`src/rtl/vadd_rr_scheduler_if.sv`:
```
// Handshake bundle between vector-add requesters/consumer (master) and the shared scheduler (slave).
interface vadd_rr_scheduler_if #(
   parameter int W = 8,
   parameter int N = 4,
   parameter int R = 3
);
   localparam int IDW = (R < 2) ? 1 : $clog2(R);

   logic [R-1:0]     req_valid;
   logic [R-1:0]     req_ready;
   logic [R*N*W-1:0] req_a;
   logic [R*N*W-1:0] req_b;
   logic             res_valid;
   logic             res_ready;
   logic [N*W-1:0]   res_y;
   logic [IDW-1:0]   res_id;

   modport master (
      output req_valid, req_a, req_b, res_ready,
      input  req_ready, res_valid, res_y, res_id
   );

   modport slave (
      input  req_valid, req_a, req_b, res_ready,
      output req_ready, res_valid, res_y, res_id
   );
endinterface

```
`src/rtl/vadd_rr_scheduler.sv`:
```
// Round-robin scheduler sharing one registered N-lane W-bit vector adder among R requesters.
// Define VADD_RR_SAT_EN for unsigned-saturating lanes; default build wraps mod 2^W.
module vadd_rr_scheduler #(
   parameter int W = 8,
   parameter int N = 4,
   parameter int R = 3
) (
   input  logic                clock,
   input  logic                reset,
   vadd_rr_scheduler_if.slave  bus
);
   localparam int IDW = (R < 2) ? 1 : $clog2(R);
   localparam int VW  = N * W;

   logic [IDW-1:0] ptr;
   logic [IDW-1:0] grant;
   logic           found;
   logic [IDW:0]   idx;

   logic           s1_valid;
   logic [VW-1:0]  s1_a;
   logic [VW-1:0]  s1_b;
   logic [IDW-1:0] s1_id;

   logic           s2_valid;
   logic [VW-1:0]  s2_y;
   logic [IDW-1:0] s2_id;

   logic           s1_adv;
   logic           s2_adv;
   logic           accept;
   logic [VW-1:0]  sel_a;
   logic [VW-1:0]  sel_b;
   logic [VW-1:0]  sum_y;
   logic [W:0]     lane_sum;

   // Search starts at ptr and wraps at R-1; the extra idx bit absorbs ptr+k before the wrap.
   always_comb begin
      found = 1'b0;
      grant = '0;
      idx   = '0;
      for (int unsigned k = 0; k < R; k++) begin
         idx = {1'b0, ptr} + (IDW+1)'(k);
         if (idx >= (IDW+1)'(R)) begin
            idx = idx - (IDW+1)'(R);
         end
         if (!found && bus.req_valid[idx[IDW-1:0]]) begin
            found = 1'b1;
            grant = idx[IDW-1:0];
         end
      end
   end

   always_comb begin
      sel_a = '0;
      sel_b = '0;
      for (int unsigned i = 0; i < R; i++) begin
         if (grant == IDW'(i)) begin
            sel_a = bus.req_a[i*VW +: VW];
            sel_b = bus.req_b[i*VW +: VW];
         end
      end
   end

   assign s2_adv = !s2_valid || bus.res_ready;
   assign s1_adv = !s1_valid || s2_adv;
   assign accept = found && s1_adv;

   always_comb begin
      bus.req_ready = '0;
      if (accept) begin
         bus.req_ready[grant] = 1'b1;
      end
   end

   // Each lane gets its own W+1 bit sum so carries never leak into the neighbour lane.
   always_comb begin
      sum_y    = '0;
      lane_sum = '0;
      for (int unsigned j = 0; j < N; j++) begin
         lane_sum = {1'b0, s1_a[j*W +: W]} + {1'b0, s1_b[j*W +: W]};
`ifdef VADD_RR_SAT_EN
         sum_y[j*W +: W] = lane_sum[W] ? '1 : lane_sum[W-1:0];
`else
         sum_y[j*W +: W] = lane_sum[W-1:0];
`endif
      end
   end

   always_ff @(posedge clock or negedge reset) begin
      if (!reset) begin
         ptr      <= '0;
         s1_valid <= 1'b0;
         s1_a     <= '0;
         s1_b     <= '0;
         s1_id    <= '0;
      end else begin
         if (accept) begin
            s1_valid <= 1'b1;
            s1_a     <= sel_a;
            s1_b     <= sel_b;
            s1_id    <= grant;
            ptr      <= (grant == IDW'(R-1)) ? '0 : grant + 1'b1;
         end else if (s2_adv) begin
            s1_valid <= 1'b0;
         end
      end
   end

   always_ff @(posedge clock or negedge reset) begin
      if (!reset) begin
         s2_valid <= 1'b0;
         s2_y     <= '0;
         s2_id    <= '0;
      end else if (s2_adv) begin
         s2_valid <= s1_valid;
         if (s1_valid) begin
            s2_y  <= sum_y;
            s2_id <= s1_id;
         end
      end
   end

   assign bus.res_valid = s2_valid;
   assign bus.res_y     = s2_y;
   assign bus.res_id    = s2_id;
endmodule

```
`src/flat_wrapper.sv`:
```
// flat-port wrapper written by rule: the top's interface ports become plain ports
module vadd_rr_scheduler_flat 
#(
   parameter int W = 8,
   parameter int N = 4,
   parameter int R = 3
)
  (clock, reset, bus_req_valid, bus_req_a, bus_req_b, bus_res_ready, bus_req_ready, bus_res_valid, bus_res_y, bus_res_id);
  vadd_rr_scheduler_if #(.W(W), .N(N), .R(R)) bus_i ();
  input  logic clock;
  input  logic reset;
  input wire logic [$bits(bus_i.req_valid)-1:0] bus_req_valid;
  input wire logic [$bits(bus_i.req_a)-1:0] bus_req_a;
  input wire logic [$bits(bus_i.req_b)-1:0] bus_req_b;
  input wire logic [$bits(bus_i.res_ready)-1:0] bus_res_ready;
  output wire logic [$bits(bus_i.req_ready)-1:0] bus_req_ready;
  output wire logic [$bits(bus_i.res_valid)-1:0] bus_res_valid;
  output wire logic [$bits(bus_i.res_y)-1:0] bus_res_y;
  output wire logic [$bits(bus_i.res_id)-1:0] bus_res_id;
  assign bus_i.req_valid = bus_req_valid;
  assign bus_i.req_a = bus_req_a;
  assign bus_i.req_b = bus_req_b;
  assign bus_i.res_ready = bus_res_ready;
  assign bus_req_ready = bus_i.req_ready;
  assign bus_res_valid = bus_i.res_valid;
  assign bus_res_y = bus_i.res_y;
  assign bus_res_id = bus_i.res_id;
  vadd_rr_scheduler #(.W(W), .N(N), .R(R)) u_core (.clock(clock), .reset(reset), .bus(bus_i));
endmodule
```
`config.mk`:
```
export PLATFORM = sky130hd
export DESIGN_NAME = vadd_rr_scheduler_flat
export DESIGN_NICKNAME = d
export VERILOG_FILES = /design/src/rtl/vadd_rr_scheduler_if.sv /design/src/rtl/vadd_rr_scheduler.sv /design/src/flat_wrapper.sv
export SDC_FILE = /design/constraint.sdc
export NUM_CORES = 1
export LEC_CHECK = 0
export ABC_AREA = 1
export BUFFER_PORTS_ARGS = -buffer_cell sky130_fd_sc_hd__buf_4
export CAP_MARGIN = 0
export CORE_MARGIN = 1
export CORE_UTILIZATION = 55
export CTS_CLUSTER_DIAMETER = 80
export DETAILED_ROUTE_END_ITERATION = 12
export PLACE_DENSITY_LB_ADDON = 0.2
export SLEW_MARGIN = 20
export SYNTH_ARGS = -nofsm -noshare
export SYNTH_HDL_FRONTEND = slang
export SYNTH_SLANG_ARGS = --single-unit
```
`constraint.sdc`:
```
create_clock -name clock -period 3.8 [get_ports clock]
set_input_delay 0.19 -clock clock [delete_from_list [all_inputs] [get_ports clock]]
set_output_delay 0.19 -clock clock [all_outputs]
set_load 0.02 [all_outputs]
```
* Yosys cells after proc, flatten, opt, wreduce, memory -nomap -nowiden
Index checks and enable logic that the tools add are counted.
W data, S select, Z words.
** Operators by class
- Add/sub/neg operators :: 10
- $mul :: 0
- Div/mod/pow operators :: 0
- Magnitude comparators :: 8
- Eq/ne operators :: 2
- Shifts and indexed selects :: 0
- Multiplexer cells :: 27
- Bitwise logic cells :: 0
- Reductions and logical operators :: 13
** Operators with widths (count)
- $mux W32 :: 6
- $add A8 B8 Y8 :: 4
- $mux W2 :: 7
- $lt A2 B3 Y1 const B :: 4
- $mux W1 :: 9
- $bmux W1 S2 :: 3
- $ge A3 B2 Y1 const B :: 2
- $sub A2 B2 Y2 const B :: 3
- $logic_and A1 B1 Y1 :: 4
- $logic_not A1 Y1 :: 4
- $add A2 B1 Y3 const B :: 1
- $add A2 B2 Y3 const B :: 1
- $mux W3 :: 1
- $add A2 B1 Y2 const B :: 1
- $demux W1 S2 :: 1
- $eq A2 B1 Y1 const B :: 1
- $eq A2 B2 Y1 const B :: 1
- $ge A2 B1 Y1 const B :: 1
- $ge A2 B2 Y1 const B :: 1
- $logic_not A2 Y1 :: 1
- $logic_or A1 B1 Y1 :: 2
- $reduce_and A2 Y1 :: 1
- $reduce_bool A2 Y1 :: 1
** Storage, ports and cells
- Bits in registers :: 104
- Bits in latches :: 0
- RAM bits :: 0
- Memory bits (read-only) :: 0
- Output and inout bits :: 38
- Logic and storage cells :: 68
- Memories :: 0

* Logic depth before layout (Yosys ltp)
- Word-level depth :: 16
- Gate-level depth with buffers :: 16
- Mapped depth without buffers :: 13

* Worst setup path after synthesis
Ideal clock, no wire load.
- Path kind :: register to output
- From :: register u_core.ptr[0]
- To :: output bus_req_ready[1]
- Arrival :: 1890 ps
- Required time :: 3610 ps
- Setup slack :: 1720 ps
- Cell stages (with the launch flop) :: 14
- Buffers on the path :: 2
- Cell sequence :: dfrtp_1 inv_1 ha_1 buf_4 o21ai_0 nand2_1 nand2_1 inv_2 nand3_1 nand2_1 inv_2 buf_2 nand2_1 inv_1
** Between the ends
- Word-level cells in the longest chain between the ends :: 16
- Elaborated cells between the ends (all ways) :: 34
- Those cells by class :: add/sub (5); order compare (5); mux (18); reduce/logical (6)
** RTL lines
- start, declared :: line vadd_rr_scheduler.sv:15 : logic [IDW-1:0] ptr;
- start signal, assigned :: line vadd_rr_scheduler.sv:103 : ptr <= (grant == IDW'(R-1)) ? '0 : grant + 1'b1;
- parallel branches: the longest is 15 deep, another holds $add A2 B1 Y3
- $mux W3 * :: line vadd_rr_scheduler.sv:71 : if (accept) begin
- end, declared :: line flat_wrapper.sv:16 : output wire logic [$bits(bus_i.req_ready)-1:0] bus_req_ready;
Mark *: on every way between the ends. The select of a mux whose other input is x is not followed.

* Worst setup path in the final report
Ends and elaborated chain as after synthesis.

==> results.md <==
- Initial Util: 0.567
- Post-synthesis mux area share: 0
- Syn Inst Count: 1021
- CP Class: register to output pin
- Syn nets: 1255
- Final Cycle Share: 0.797
- Global route overflow: 0
- Min-Delay Path Class: input port to register
- Slowest CP cell: inv_2
- First-pass GRT wire length: 32700 um
- Core box area: 12700 um^2
- Worst Path Max Fanout: 44
- Pwr dens: 1020 nW/um^2
- Synth area leaders: dfrtp_1, nand3_1, nand2_1
- Leak Pwr: 5.20 nW
- Post-synth top area share: 0.361
- FILL cells: 1052
- Largest area contributor in the netlist: dfrtp_1
- Status: complete, no violations
- Final setup viols: 0
- Number of setup buffers added after CTS: 0
- Drt first-iter violations: 471
- Cell area after synthesis: 7210 um^2
- Share of cells above drive strength 1: 0.243
- Routed vias: 7400
- Final min period: 3030 ps
- Inserted Clock Buffers: 9
- First-pass detailed-route iteration total: 5
- TritonCTS clock tree: built
- Required time of the critical path: 3610 ps
- Vias per cell: 5.28
- Area share of xor/xnor cells in the synthesized design: 0.0243
- CP cell instances: inv_1, ha_1, inv_2, nand2_1, nand3_1, nand2_1, nand2_1, inv_2, nand3_1, nand2_1, inv_2, nand2_1, inv_1, buf_4
- Fin nets: 1457
- Clock transition at the registers of the reported paths: 70 ps
- Port Buffers: 235
- Total die area: 13600 um^2
- Max cap viols: 0
- Post-synthesis compound-gate area fraction: 0.0708
- Adder-cell share of the synthesized area: 0.0666
- Utilization after layout: 0.735
- Setup crit start kind: register
- Yosys cell types: 29
- Post-synthesis simple-gate area fraction: 0.376
- Crit-path most repeated cell: nand2_1
- Slew @ Worst Pin: 948 ps
- Layout overhead on the synthesized area: 29.7%
- Die Height: 116 um
- Total global-route track usage: 0.318
- Worst VDD drop: 0.757 mV
- Drc violations: 0
- Most common cell after layout, fill and taps aside: nand2_1
- Clk buf depth: 2
- Sequential area share after synthesis: 0.361
- Relative slew slack: 0.367
- Sink Count: 104
- Final Hold Vio Count: 0
- Synth Area per Inst: 7.06 um^2
- H-tree Lvls: 3
- Chip width: 116 um
- Ys Warns: 0
- RSZ-0062 raised after global routing: false
- Dpl hpwl: 15100 um
- Initial antenna violation count: 1
- RePlAce Congestion: 0.850
- Most frequent cells in the layout: nand2_1, buf_4, nand3_1
- WL per Instance: 15.1 um
- Row count: 41
- Peak Freq: 330 MHz
- Biggest cell delay along the critical path: 560 ps
- WP data arrival: 2840 ps
- Worst path top cell family by delay: buffers and inverters
- CTS root buf: clkbuf_16
- Setup TNS: 0 ps
- Vias in the first global route: 6729
- Clock Latency Late Sink: 350 ps
- Number of synthesized register bits: 104
- Post-cts resize count: 0
- Main combinational cell family by area after synthesis: simple AND/OR/NAND/NOR gates
- Worst setup EP type: output pin
- Routed wire length: 21200 um
- Buf+Inv Stages, Crit Path: 6
- Final Skew: 8.16 ps
- Detail Route Antenna Nets: 0
- Largest net degree at the start of global routing: 105
- Slew Limit Fails: 0
- Ports: 236
[cell usage after synthesis]
library cell and instances:
xor2_1 14, inv_2 7, dfrtp_1 104, or2_0 10
fa_1 4, o21bai_1 25, or2_1 15, nand3_1 226
nand2_1 285, nor2_2 4, nor3_1 1, a21oi_1 22
o21ai_1 2, nand3_2 3, buf_6 4, or2_2 14
xnor2_1 6, ha_1 32, inv_1 105, nand3b_1 2
nand4_1 5, a31oi_2 1, o21ai_0 32, nor2_1 35
clkbuf_1 22, o211ai_1 4, buf_4 8, nand2_2 4
buf_2 25
[routing by layer]
| layer | vias up | track usage | part of all wire |
|---|---|---|---|
| met5 | - | 0 | 0 |
| met4 | 0 | 0.104 | 0.020 |
| met3 | 34 | 0.0830 | 0.073 |
| met2 | 267 | 0.547 | 0.49 |
| met1 | 3414 | 0.387 | 0.42 |
| li1 | 3685 | - | - |
[path summary, 6_finish.rpt]
path | slack, ps | cells past startpoint | start | endpoint
worst min register to register | 490 | 2 | u_core.s1_a[8]$_DFFE_PN0P_ | u_core.s1_a[8]$_DFFE_PN0P_
max in group asynchronous | 2900 | 3 | reset | u_core.bus.res_y[16]$_DFFE_PN0P_
worst min-delay path | 140 | 4 | bus_res_ready | u_core.s1_valid$_DFFE_PN0P_
worst max register to register | 940 | 13 | u_core.ptr[0]$_DFFE_PN0P_ | u_core.s1_a[0]$_DFFE_PN0P_
worst max-delay path | 770 | 14 | u_core.ptr[0]$_DFFE_PN0P_ | bus_req_ready[1]
min in group asynchronous | 380 | 3 | reset | u_core.bus.res_y[9]$_DFFE_PN0P_
[flip-flops by register name (all words and copies together) (netlist names)]
| signal | count |
|---|---|
| u_core.bus.res_y | 32 |
| u_core.s1_a | 32 |
| u_core.s1_b | 32 |
| u_core.bus.res_id | 2 |
| u_core.ptr | 2 |
| u_core.s1_id | 2 |
| u_core.bus.res_valid | 1 |
| u_core.s1_valid | 1 |
[worst register-to-register path: stages, from the launching register on]
cell     delay, ps
dfrtp_1        370
inv_1           90
ha_1           470
inv_2          100
nand2_1         70
nand3_1         60
nand2_1        110
nand2_1         80
inv_2           80
nand3_2        710
nand3_1        360
nand3_1        110
nand3_1         80
nand2_1         70
[power breakdown]
part	total [mW]	internal, mW	switching (mW)
combinational	6.46	2.42	4.04
clock	0.953	0.531	0.422
sequential	2.16	1.75	0.411
total	9.57	4.70	4.87
[area by class of cell]
cell class              instances  area (um^2)  share of cell area
clock buffers                  12          246              0.0264
multi-input cells             746         3890               0.416
flip-flops and latches        104         2600               0.278
well taps                     172          215              0.0230
clock inverters                 4         53.8             0.00575
inverters                     112          420              0.0450
diodes                          1         2.50            0.000268
repair buffers                250         1920               0.205
[stage by stage]
stage               area (um^2)  hold slack [ps]  instances  power (mW)  setup WS, ps
finish                     9350              137       1401        9.57           770
global route               9350              148       1401        10.5           460
CTS                        9350              134       1400        9.57           745
detailed placement         9040              305       1383        8.58          1030
global placement           9040              305       1383        8.43          1070
floorplan                  7210             -106       1021        6.86          1720
[repair_timing]
item / 4_1_cts / 5_1_grt
hold buffers: 1 / 0
endpoints found under the hold margin: 104 / 0
setup endpoints to repair: 0 / 0
[logic make-up (layout without fill, tap and decap cells)]
family / Yosys count / after routing
AND/OR/NAND/NOR: 604 / 604
buffers and inverters: 171 / 378
flip-flops: 104 / 104
AO/OA/AOI/OAI: 86 / 86
adder cells (fa/ha/maj): 36 / 36
XOR/XNOR: 20 / 20
other: 0 / 1
Power figures use the tool's default switching activity.
